[config.mk]
export PLATFORM = sky130hd
export DESIGN_NAME = dsi_long_pkt_engine
export DESIGN_NICKNAME = d
export VERILOG_FILES = /design/src/rtl/dsi_long_pkt_engine.sv
export SDC_FILE = /design/constraint.sdc
export NUM_CORES = 1
export LEC_CHECK = 0
export BUFFER_PORTS_ARGS = -buffer_cell sky130_fd_sc_hd__buf_2
export CORE_UTILIZATION = 35
export CTS_CLUSTER_SIZE = 14
export DETAILED_ROUTE_END_ITERATION = 10
export PLACE_DENSITY = 0.57
export SLEW_MARGIN = 20
export SYNTH_ARGS = -nofsm -noshare
export SYNTH_HDL_FRONTEND = slang
export SYNTH_SLANG_ARGS = --single-unit
[constraint.sdc]
create_clock -name pixel_clk -period 3.3 [get_ports pixel_clk]
set_input_delay 0.495 -clock pixel_clk [delete_from_list [all_inputs] [get_ports pixel_clk]]
set_output_delay 0.495 -clock pixel_clk [all_outputs]
set_load 0.1 [all_outputs]
[src/rtl/dsi_long_pkt_engine.sv]
// DSI packet engine: header + payload + CRC-16, striped across NUM_LANES byte lanes.
// Optional short-packet support is compiled in with DSI_SHORT_PKT_EN.
module dsi_long_pkt_engine #(
    parameter int unsigned NUM_LANES = 4,
    parameter int unsigned WC_W      = 16,
    localparam int unsigned LW       = NUM_LANES * 8
) (
    input  logic                 pixel_clk,
    input  logic                 rst_n,
    input  logic                 start,
    input  logic [1:0]           cfg_vc,
    input  logic [5:0]           cfg_dt,
    input  logic [WC_W-1:0]      cfg_wc,
    output logic                 busy,
    input  logic                 s_valid,
    input  logic [7:0]           s_data,
    output logic                 s_ready,
    output logic                 m_valid,
    output logic [LW-1:0]        m_data,
    output logic [NUM_LANES-1:0] m_strb,
    output logic                 m_sop,
    output logic                 m_eop,
    input  logic                 m_ready
);
    localparam int unsigned LANE_W = (NUM_LANES > 1) ? $clog2(NUM_LANES) : 1;
    localparam logic [LANE_W-1:0] LAST_LANE = LANE_W'(NUM_LANES - 1);

    typedef enum logic [2:0] {IDLE, HDR, PLD, CRC, FLUSH} state_t;

    function automatic logic [5:0] ecc6(input logic [23:0] d);
        logic [5:0] p;
        p[0] = d[0]^d[1]^d[2]^d[4]^d[5]^d[7]^d[10]^d[11]^d[13]^d[16]^d[20]^d[21]^d[22]^d[23];
        p[1] = d[0]^d[1]^d[3]^d[4]^d[6]^d[8]^d[10]^d[12]^d[14]^d[17]^d[20]^d[21]^d[22]^d[23];
        p[2] = d[0]^d[2]^d[3]^d[5]^d[6]^d[9]^d[11]^d[12]^d[15]^d[18]^d[20]^d[21]^d[22];
        p[3] = d[1]^d[2]^d[3]^d[7]^d[8]^d[9]^d[13]^d[14]^d[15]^d[19]^d[20]^d[21]^d[23];
        p[4] = d[4]^d[5]^d[6]^d[7]^d[8]^d[9]^d[16]^d[17]^d[18]^d[19]^d[20]^d[22]^d[23];
        p[5] = d[10]^d[11]^d[12]^d[13]^d[14]^d[15]^d[16]^d[17]^d[18]^d[19]^d[21]^d[22]^d[23];
        return p;
    endfunction

    function automatic logic [15:0] crc_step(input logic [15:0] c_in, input logic [7:0] b);
        logic [15:0] c;
        c = c_in ^ {8'h00, b};
        for (int i = 0; i < 8; i++) c = c[0] ? ((c >> 1) ^ 16'h8408) : (c >> 1);
        return c;
    endfunction

    state_t                 state_q, state_d;
    logic [1:0]             idx_q;
    logic [1:0]             vc_q;
    logic [5:0]             dt_q;
    logic [WC_W-1:0]        wc_cfg_q, wc_q;
    logic [15:0]            crc_q;
    logic [LW-1:0]          acc_q;
    logic [LANE_W-1:0]      lane_q;
    logic                   sop_pend_q;
    logic                   busy_q;
    logic                   prod_en, start_acc, byte_vld, byte_last, flush_fire;
    logic [7:0]             byte_val;
    logic [5:0]             hdr_ecc;
    logic [NUM_LANES-1:0]   strb_part;
`ifdef DSI_SHORT_PKT_EN
    logic                   short_q;
`endif

    assign busy      = busy_q;
    assign prod_en   = !m_valid || m_ready;
    assign start_acc = (state_q == IDLE) && start && !busy_q;
    assign hdr_ecc   = ecc6({wc_cfg_q[15:0], vc_q, dt_q});
    assign flush_fire = (state_q == FLUSH) && (lane_q != '0) && prod_en;

    always_comb begin
        for (int i = 0; i < NUM_LANES; i++) strb_part[i] = (i < int'(lane_q));
    end

    always_ff @(posedge pixel_clk or negedge rst_n) begin
        if (!rst_n) state_q <= IDLE;
        else        state_q <= state_d;
    end

    // Byte producer: selects the next packet byte and sequences the FSM.
    always_comb begin
        state_d   = state_q;
        byte_vld  = 1'b0;
        byte_val  = 8'h00;
        byte_last = 1'b0;
        s_ready   = 1'b0;
        case (state_q)
            IDLE: if (start_acc) state_d = HDR;
            HDR: begin
                byte_vld = prod_en;
                case (idx_q)
                    2'd0:    byte_val = {vc_q, dt_q};
                    2'd1:    byte_val = wc_cfg_q[7:0];
                    2'd2:    byte_val = wc_cfg_q[15:8];
                    default: byte_val = {2'b00, hdr_ecc};
                endcase
                if (prod_en && idx_q == 2'd3) begin
`ifdef DSI_SHORT_PKT_EN
                    if (short_q) begin
                        byte_last = 1'b1;
                        state_d   = FLUSH;
                    end else if (wc_q == '0) state_d = CRC;
                    else                     state_d = PLD;
`else
                    if (wc_q == '0) state_d = CRC;
                    else            state_d = PLD;
`endif
                end
            end
            PLD: begin
                s_ready  = prod_en;
                byte_vld = s_valid && prod_en;
                byte_val = s_data;
                if (byte_vld && wc_q == WC_W'(1)) state_d = CRC;
            end
            CRC: begin
                byte_vld = prod_en;
                byte_val = idx_q[0] ? crc_q[15:8] : crc_q[7:0];
                if (prod_en && idx_q[0]) begin
                    byte_last = 1'b1;
                    state_d   = FLUSH;
                end
            end
            FLUSH: if (lane_q == '0 || prod_en) state_d = IDLE;
            default: state_d = IDLE;
        endcase
    end

    // Packet context, counters and CRC.
    always_ff @(posedge pixel_clk or negedge rst_n) begin
        if (!rst_n) begin
            idx_q    <= '0;
            vc_q     <= '0;
            dt_q     <= '0;
            wc_cfg_q <= '0;
            wc_q     <= '0;
            crc_q    <= 16'hFFFF;
            busy_q   <= 1'b0;
`ifdef DSI_SHORT_PKT_EN
            short_q  <= 1'b0;
`endif
        end else begin
            if (state_d != state_q)                                   idx_q <= '0;
            else if (byte_vld && (state_q == HDR || state_q == CRC))  idx_q <= idx_q + 2'd1;
            if (start_acc) begin
                vc_q     <= cfg_vc;
                dt_q     <= cfg_dt;
                wc_cfg_q <= cfg_wc;
                wc_q     <= cfg_wc;
                crc_q    <= 16'hFFFF;
                busy_q   <= 1'b1;
`ifdef DSI_SHORT_PKT_EN
                short_q  <= (cfg_dt[5:4] == 2'b00);
`endif
            end else if (m_valid && m_ready && m_eop) begin
                busy_q <= 1'b0;
            end
            if (state_q == PLD && byte_vld) begin
                wc_q  <= wc_q - WC_W'(1);
                crc_q <= crc_step(crc_q, s_data);
            end
        end
    end

    // Lane accumulator and registered output beat.
    always_ff @(posedge pixel_clk or negedge rst_n) begin
        if (!rst_n) begin
            acc_q      <= '0;
            lane_q     <= '0;
            sop_pend_q <= 1'b0;
            m_valid    <= 1'b0;
            m_data     <= '0;
            m_strb     <= '0;
            m_sop      <= 1'b0;
            m_eop      <= 1'b0;
        end else begin
            if (m_valid && m_ready) m_valid <= 1'b0;
            if (start_acc) sop_pend_q <= 1'b1;
            if (byte_vld) begin
                if (lane_q == LAST_LANE) begin
                    m_data     <= acc_q | (LW'(byte_val) << {lane_q, 3'b000});
                    m_strb     <= '1;
                    m_sop      <= sop_pend_q;
                    m_eop      <= byte_last;
                    m_valid    <= 1'b1;
                    acc_q      <= '0;
                    lane_q     <= '0;
                    sop_pend_q <= 1'b0;
                end else begin
                    acc_q  <= acc_q | (LW'(byte_val) << {lane_q, 3'b000});
                    lane_q <= lane_q + LANE_W'(1);
                end
            end else if (flush_fire) begin
                m_data     <= acc_q;
                m_strb     <= strb_part;
                m_sop      <= sop_pend_q;
                m_eop      <= 1'b1;
                m_valid    <= 1'b1;
                acc_q      <= '0;
                lane_q     <= '0;
                sop_pend_q <= 1'b0;
            end
        end
    end
endmodule
==> flow_summary_export.csv, run 1 <==
group,metric,value,unit
routing,wire_per_inst,17.0,um
power_and_ir_drop,peakVddDrop,0.000350,V
worst_setup_path,timing.rr.start,"idx_q[0]$_DFFE_PN0P_",
finish,ratio_of_cells_with_drive_above_1_in_the_final_layout,20.1,%
sta,setup_total_negative_slack,0,ns
worst_setup_path,timing.critical_path.from,"idx_q[0]$_DFFE_PN0P_",
synthesis,synth.distinct_cells,64,
synthesis,synth-main-ff-cell,"sky130_fd_sc_hd__dfrtp_1",
clock_tree,cts_setup_buffers,0,
worst_setup_path,reg2reg_end,"m_data[24]$_DFFE_PN0P_",
sta,setup_violations,0,
synthesis,syn-instance-count,723,
clock_tree,holdBufCountCts,1,
placement,port-buffer-count,77,
placement,place.detailed.hpwl,12.9,mm
worst_setup_path,critical_path.top_delay_family,"compound AO/OA/AOI/OAI gates",
finish,post_layout_nonfiller_instances,1079,
worst_setup_path,slowest_delay,0.79,ns
global_routing,grt.overflow.total,0,
synthesis,synth_fp_nets,769,
finish,final.fill_count,1995,
worst_setup_path,reg2reg_slack,0.54,ns
sta,timing.final.crit_period,2.76,ns
routing,drt_first_pass_iters,5,
synthesis,synth_compound_gate_area_share,15.6,%
clock_tree,cts_tree,"yes",
worst_setup_path,crit_path_to,"m_data[24]$_DFFE_PN0P_",
clock_tree,cts.path.max_buffers,2,
floorplan,chip_width,143,um
sta,final_hold_viol_count,0,
sta,timing.fmax,0.363,GHz
routing,drt_first_iter_violations,375,
floorplan,ioPinCount,78,
status,status,"finished, final reports clean",
sta,number_of_pins_exceeding_their_max_slew_limit_in_the_final_report,0,
routing,finalWirelength,18.3,mm
sta,min_period_over_period,83.6,%
worst_setup_path,path_buf_inv,1,
job,cap_viol_max_count,0,
clock_tree,cts.sinks,136,
synthesis,synth.avg_cell_area,9.66,um^2
synthesis,synth-seq-area-share,49.0,%
sta,layout_setup_ws,0.541,ns
worst_setup_path,critical_path.cell_chain,"inv_1, ha_1, a222oi_1, o221ai_1, a221oi_1, o21ai_0",
sta,slew_headroom,42.9,%
finish,diodes,0,
clock_tree,clock_insertion_delay_worst_skew,0.43,ns
global_routing,grt.total_usage,19.1,%
synthesis,yosysWarningCount,0,
finish,final_core_utilization,42.2,%
clock_tree,clock_tree.htree_level_count,4,
synthesis,parity_gate_share_of_the_synthesized_area_counting_xor_and_xnor_cells,10.4,%
synthesis,yosys.area_share.adder,1.61,%
floorplan,placeableCoreArea,0.0195,mm^2
routing,route.detailed.drc,0,
routing,via_count,5626,
worst_setup_path,setup.worst_path.start_class,"flip-flop",
global_routing,grt_first_pass_wirelength,29.3,mm
synthesis,ys_seq_elements,136,
sta,grt_setup_unrepaired,"false",
worst_setup_path,timing.critical_path.slowest_stage_cell,"sky130_fd_sc_hd__dfrtp_1",
clock_tree,cts_resized,0,
worst_hold_path,holdCritPathClass,"in2reg",
clock_tree,cts-buffers-inserted,17,
routing,ant_nets,0,
worst_setup_path,worst-endpoint-arrival,3.05,ns
placement,place.gp.congestion,0.900,
global_routing,grtUsageMet3,4.09,%
synthesis,synth_top_family_by_area,"simple AND/OR/NAND/NOR gates",
routing,route.detailed.vias_per_inst,5.21,
power_and_ir_drop,p_leak,3.72,nW
clock_tree,cts.root.buffer_cell,"sky130_fd_sc_hd__clkbuf_16",
floorplan,placementRows,51,
clock_tree,worst_setup_hold_path_clk_slew,0.06,ns
global_routing,grt_pass1_vias,5272,
finish,fin_nets,847,
sta,final.setup_skew,0.00948,ns
synthesis,mappedNetlistArea,0.00698,mm^2
synthesis,asyncSetResetFlopFracSynth,100,%
floorplan,die_y,143,um
worst_setup_path,critical_path.endpoint_type,"flip-flop",
global_routing,global_route.usage.met1,27.1,%
floorplan,area_of_the_die,0.0205,mm^2
power_and_ir_drop,cellPowerDensity,929,mW/mm^2
worst_setup_path,worst-path-stages,6,
finish,layout_stage_area_growth_over_the_synthesis_result,17.9,%
sta,whs,0.252,ns
global_routing,antenna_found_initial,0,
placement,place_ws,0.563,ns
worst_setup_path,criticalPathCategory,"reg2reg",
worst_setup_path,crit_required,3.59,ns
floorplan,initial_utilization,35.8,%
placement,dp_cells,1046,
worst_setup_path,crit_path_max_fanout,17,
synthesis,yosys.area_share.simple,19.1,%
sta,worst-slew-pin-transition,0.856,ns
synthesis,synth_enable_flop_cells,0,
global_routing,global_route.usage.met2,28.7,%
global_routing,maximum_number_of_pins_on_one_net_before_global_route_repair,72,
global_routing,grt_most_used_layer,"met2",
worst_setup_path,ff2ff_path_depth,6,
synthesis,synth.mux.area_fraction,1.18,%
[worst min path at each step]
| stage | slack (ns) | endpoint | cells past startpoint | startpoint |
|---|---|---|---|---|
| after floorplan | 0.20 | acc_q[0]$_DFFE_PN0P_ | 0 | rst_n |
| after global placement | 0.43 | m_data[3]$_DFFE_PN0P_ | 1 | rst_n |
| after detailed placement | 0.43 | m_data[3]$_DFFE_PN0P_ | 1 | rst_n |
| after CTS | 0.23 | dt_q[5]$_DFFE_PN0P_ | 3 | cfg_dt[5] |
| after global routing | 0.25 | dt_q[5]$_DFFE_PN0P_ | 3 | cfg_dt[5] |
| final | 0.25 | dt_q[1]$_DFFE_PN0P_ | 3 | cfg_dt[1] |
[report_power, final]
| part | leakage, nW | internal (mW) | switching [mW] | total, mW |
|---|---|---|---|---|
| registers | 1.69 | 2.26 | 0.369 | 2.62 |
| logic | 1.76 | 0.772 | 2.44 | 3.21 |
| clock network | 0.273 | 0.992 | 0.822 | 1.81 |
[layout make-up]
cell class	instances	area (um^2)	share of cell area, %
repair buffers	95	542	6.58
well taps	265	332	4.03
inverters	9	33.8	0.410
clock inverters	15	131	1.60
flip-flops and latches	136	3420	41.6
clock buffers	17	425	5.17
multi-input cells	542	3350	40.6
[cell usage in the layout (no fill, tap or decap), types with 17 or more instances in the layout]
cell / instances
sky130_fd_sc_hd__xnor2_1: 40
sky130_fd_sc_hd__dfrtp_1: 120
sky130_fd_sc_hd__a21oi_1: 31
sky130_fd_sc_hd__o22ai_1: 29
sky130_fd_sc_hd__clkbuf_16: 17
sky130_fd_sc_hd__nor2_1: 97
sky130_fd_sc_hd__nand2_1: 137
sky130_fd_sc_hd__buf_2: 76
sky130_fd_sc_hd__o21ai_0: 34
[layer usage]
metal | routed length [um] | share of wire (%)
met1 | 8770 | 48
met2 | 8220 | 45
met3 | 979 | 5.3
met4 | 348 | 1.9
met5 | 0 | 0
[worst reg2reg max path: stages (launching register included)]
cell and delay (ns):
sky130_fd_sc_hd__dfrtp_1 0.79, sky130_fd_sc_hd__inv_1 0.20, sky130_fd_sc_hd__ha_1 0.35, sky130_fd_sc_hd__a222oi_1 0.37
sky130_fd_sc_hd__o221ai_1 0.44, sky130_fd_sc_hd__a221oi_1 0.36, sky130_fd_sc_hd__o21ai_0 0.13
[cell usage after synthesis, types with 7 or more instances]
cell	n	area, um^2
sky130_fd_sc_hd__xnor2_1	40	350
sky130_fd_sc_hd__nor3_1	7	35.0
sky130_fd_sc_hd__o211ai_1	12	90.1
sky130_fd_sc_hd__dfstp_2	16	420
sky130_fd_sc_hd__xnor3_1	9	203
sky130_fd_sc_hd__o21ai_0	34	170
sky130_fd_sc_hd__ha_1	9	113
sky130_fd_sc_hd__dfrtp_1	120	3000
sky130_fd_sc_hd__a222oi_1	8	80.1
sky130_fd_sc_hd__clkbuf_1	22	82.6
sky130_fd_sc_hd__o22ai_1	29	181
sky130_fd_sc_hd__inv_1	9	33.8
sky130_fd_sc_hd__nand2_1	137	514
sky130_fd_sc_hd__nand3_1	9	45.0
sky130_fd_sc_hd__a221oi_1	7	61.3
sky130_fd_sc_hd__a21oi_1	31	155
sky130_fd_sc_hd__xor2_1	13	114
sky130_fd_sc_hd__nor2_1	97	364
[stage by stage]
stage,power (mW),instance area [um^2]
4_1_cts,7.73,8230
2_1_floorplan,5.24,6980
3_3_place_gp,5.85,7670
3_5_place_dp,5.88,7670
6_report,7.65,8230
5_1_grt,8.05,8230
[kinds of logic (layout without fill, tap and decap cells)]
kind of cell    count (synthesis)  count (layout)
flops                         136             136
fa+ha+maj                       9               9
compound gates                161             161
xor+xnor                       65              65
mux                             8               8
buf+inv                        45             136
simple gates                  299             299
[state kept, by name, indices dropped and copies added (netlist names)]
| name | flops |
|---|---|
| acc_q | 32 |
| busy | 1 |
| crc_q | 16 |
| dt_q | 6 |
| idx_q | 2 |
| lane_q | 2 |
| m_data | 32 |
| m_eop | 1 |
| m_sop | 1 |
| m_strb | 4 |
| m_valid | 1 |
| sop_pend_q | 1 |
| state_q | 3 |
| vc_q | 2 |
| wc_cfg_q | 16 |
| wc_q | 16 |
(Power assumes the default switching activity.)
==> inputs of run 2 (changes only) <==
- ABC_AREA: unset -> 1
- clock period: 3.3 -> 2.6 ns (I/O delays scaled with it)
==> flow_summary_export.csv, run 2 <==
group,metric,value,unit
status,status,"finished, final reports clean",
routing,ant_nets,0,
synthesis,yosys.area_share.simple,26.5,%
sta,number_of_pins_exceeding_their_max_slew_limit_in_the_final_report,0,
placement,port-buffer-count,77,
routing,via_count,6838,
synthesis,synth_enable_flop_cells,0,
clock_tree,worst_setup_hold_path_clk_slew,0.07,ns
clock_tree,cts-buffers-inserted,17,
synthesis,syn-instance-count,1014,
worst_setup_path,crit_path_max_fanout,9,
worst_setup_path,worst-endpoint-arrival,2.54,ns
floorplan,die_y,153,um
sta,final_hold_viol_count,0,
synthesis,yosysWarningCount,0,
floorplan,initial_utilization,36.0,%
clock_tree,cts.root.buffer_cell,"sky130_fd_sc_hd__clkbuf_16",
placement,place.gp.congestion,0.880,
clock_tree,clock_tree.htree_level_count,4,
worst_setup_path,critical_path.endpoint_type,"flip-flop",
synthesis,mappedNetlistArea,0.00794,mm^2
floorplan,area_of_the_die,0.0233,mm^2
global_routing,grt.total_usage,19.0,%
routing,route.detailed.vias_per_inst,5.00,
synthesis,yosys.area_share.adder,1.42,%
synthesis,netlist_top_cells_count,"264 x sky130_fd_sc_hd__nand2_1, 128 x sky130_fd_sc_hd__inv_1, 120 x sky130_fd_sc_hd__dfrtp_1",
global_routing,grt_first_pass_wirelength,35.3,mm
clock_tree,cts_setup_buffers,0,
synthesis,synth-seq-area-share,43.1,%
synthesis,synth_top_area_share,37.8,%
synthesis,synth.distinct_cells,46,
synthesis,netlist.top_cell.by_area,"sky130_fd_sc_hd__dfrtp_1",
clock_tree,cts.path.max_buffers,2,
job,cap_viol_max_count,0,
finish,most-common-layout-cells,"264 x sky130_fd_sc_hd__nand2_1, 128 x sky130_fd_sc_hd__inv_1, 119 x sky130_fd_sc_hd__dfrtp_1, 76 x sky130_fd_sc_hd__buf_2, 70 x sky130_fd_sc_hd__nand3_1",
finish,final_core_utilization,41.7,%
placement,dp_cells,1334,
clock_tree,holdBufCountCts,1,
finish,final_common_cell,"sky130_fd_sc_hd__nand2_1",
global_routing,grt.overflow.total,0,
routing,drt_first_pass_iters,8,
finish,fin_nets,1120,
routing,finalWirelength,20.8,mm
worst_setup_path,setup.worst_path.start_class,"flip-flop",
synthesis,synth.avg_cell_area,7.83,um^2
floorplan,placementRows,54,
synthesis,yosys-top-cells-area,"sky130_fd_sc_hd__dfrtp_1 38%, sky130_fd_sc_hd__nand2_1 12%, sky130_fd_sc_hd__inv_1 6.1%",
worst_hold_path,holdCritPathClass,"in2reg",
sta,setup_violations,0,
synthesis,synth-main-ff-cell,"sky130_fd_sc_hd__dfrtp_1",
synthesis,ys_seq_elements,136,
routing,drt_first_iter_violations,435,
sta,grt_setup_unrepaired,"false",
finish,layout_stage_area_growth_over_the_synthesis_result,15.7,%
synthesis,synth_fp_nets,1060,
floorplan,placeableCoreArea,0.0220,mm^2
global_routing,antenna_found_initial,0,
finish,diodes,0,
finish,biggestRegsByFlops,"acc_q: 32 flops, m_data: 32 flops",
routing,wire_per_inst,15.2,um
sta,worst-slew-pin-transition,0.589,ns
synthesis,synth_compound_gate_area_share,13.8,%
sta,min_period_over_period,86.8,%
synthesis,yosysMostFrequentCell,"sky130_fd_sc_hd__nand2_1",
finish,post_layout_nonfiller_instances,1367,
synthesis,asyncSetResetFlopFracSynth,100,%
finish,ratio_of_cells_with_drive_above_1_in_the_final_layout,17.8,%
global_routing,grt_pass1_vias,6746,
floorplan,ioPinCount,78,
sta,final.setup_skew,0.0142,ns
clock_tree,cts_resized,0,
sta,timing.fmax,0.443,GHz
synthesis,synth.mux.area_fraction,0,%
global_routing,maximum_number_of_pins_on_one_net_before_global_route_repair,55,
sta,timing.final.crit_period,2.26,ns
floorplan,chip_width,153,um
synthesis,synth_top_family_by_area,"simple AND/OR/NAND/NOR gates",
clock_tree,cts.sinks,136,
clock_tree,clock_insertion_delay_worst_skew,0.44,ns
placement,place.detailed.hpwl,15.0,mm
sta,setup_total_negative_slack,0,ns
worst_setup_path,criticalPathCategory,"reg2reg",
sta,slew_headroom,60.8,%
worst_setup_path,crit_required,2.88,ns
routing,route.detailed.drc,0,
clock_tree,cts_tree,"yes",
synthesis,parity_gate_share_of_the_synthesized_area_counting_xor_and_xnor_cells,4.85,%
[run 2: cell count changes in the layout (fill, tap and decap cells not counted), sizes merged, moves of 8 or more]
cell / delta
nand2: +134
inv: +126
nand3: +62
nor2: -45
nand4: +36
o21ai: +34
o22ai: -20
xnor2: -17
o211ai: +14
xnor3: -10
or2: +9
a222oi: -8
[run 2: final cells by class]
class,instances,area (um^2)
fillers,2305,12800
multi-input cells,684,3700
clock buffers,17,425
repair buffers,95,554
flip-flops and latches,136,3420
clock inverters,15,204
inverters,140,533
well taps,280,350
[run 2: final timing paths]
path / start / to / slack (ns) / cells after the start
max: idx_q[0]$_DFFE_PN0P_ / m_data[31]$_DFFE_PN0P_ / 0.34 / 8
min: cfg_vc[0] / vc_q[0]$_DFFE_PN0P_ / 0.15 / 3
max reg2reg: idx_q[0]$_DFFE_PN0P_ / m_data[31]$_DFFE_PN0P_ / 0.34 / 8
min reg2reg: m_strb[0]$_DFFE_PN0P_ / m_strb[0]$_DFFE_PN0P_ / 0.47 / 1
max in group asynchronous: rst_n / wc_cfg_q[10]$_DFFE_PN0P_ / 1.38 / 3
min in group asynchronous: rst_n / wc_q[3]$_DFFE_PN0P_ / 0.47 / 2
[run 2: cell families (layout without fill, tap and decap cells)]
group / Yosys count / count (layout)
AO/OA/AOI/OAI: 171 / 171
XOR/XNOR: 44 / 44
adder cells (fa/ha/maj): 9 / 9
buffers and inverters: 194 / 267
flip-flops: 136 / 136
AND/OR/NAND/NOR: 460 / 460
[run 2: per-layer routing]
| layer | vias to the layer above | global-route usage [%] | part of all wire (%) |
|---|---|---|---|
| met5 | - | 0 | 0 |
| met4 | 0 | 5.96 | 2.1 |
| met3 | 31 | 3.56 | 4.1 |
| met2 | 140 | 30.5 | 45 |
| met1 | 3232 | 26.0 | 48 |
| li1 | 3435 | - | - |
[run 2: worst max-delay path, stage by stage (launching register included)]
cell and delay (ns):
sky130_fd_sc_hd__dfrtp_1 0.44, sky130_fd_sc_hd__clkinv_1 0.34, sky130_fd_sc_hd__ha_1 0.44, sky130_fd_sc_hd__nand2_1 0.11
sky130_fd_sc_hd__nand3_1 0.11, sky130_fd_sc_hd__nand3_1 0.10, sky130_fd_sc_hd__nand3_1 0.28, sky130_fd_sc_hd__nand3_1 0.18
sky130_fd_sc_hd__o221ai_1 0.12
[run 2: metrics by stage]
stage | cell area, um^2 | hold WS, ns | setup slack (ns)
floorplan | 7940 | 0.0944 | 0.197
global placement | 8550 | 0.385 | 0.382
detailed placement | 8550 | 0.389 | 0.348
CTS | 9190 | 0.149 | 0.341
global route | 9190 | 0.148 | 0.128
finish | 9190 | 0.154 | 0.344
Power of run 2 is left out: the tool's default activity adds up to more than one toggle a clock period on the data nets, which glitch-free logic cannot reach.
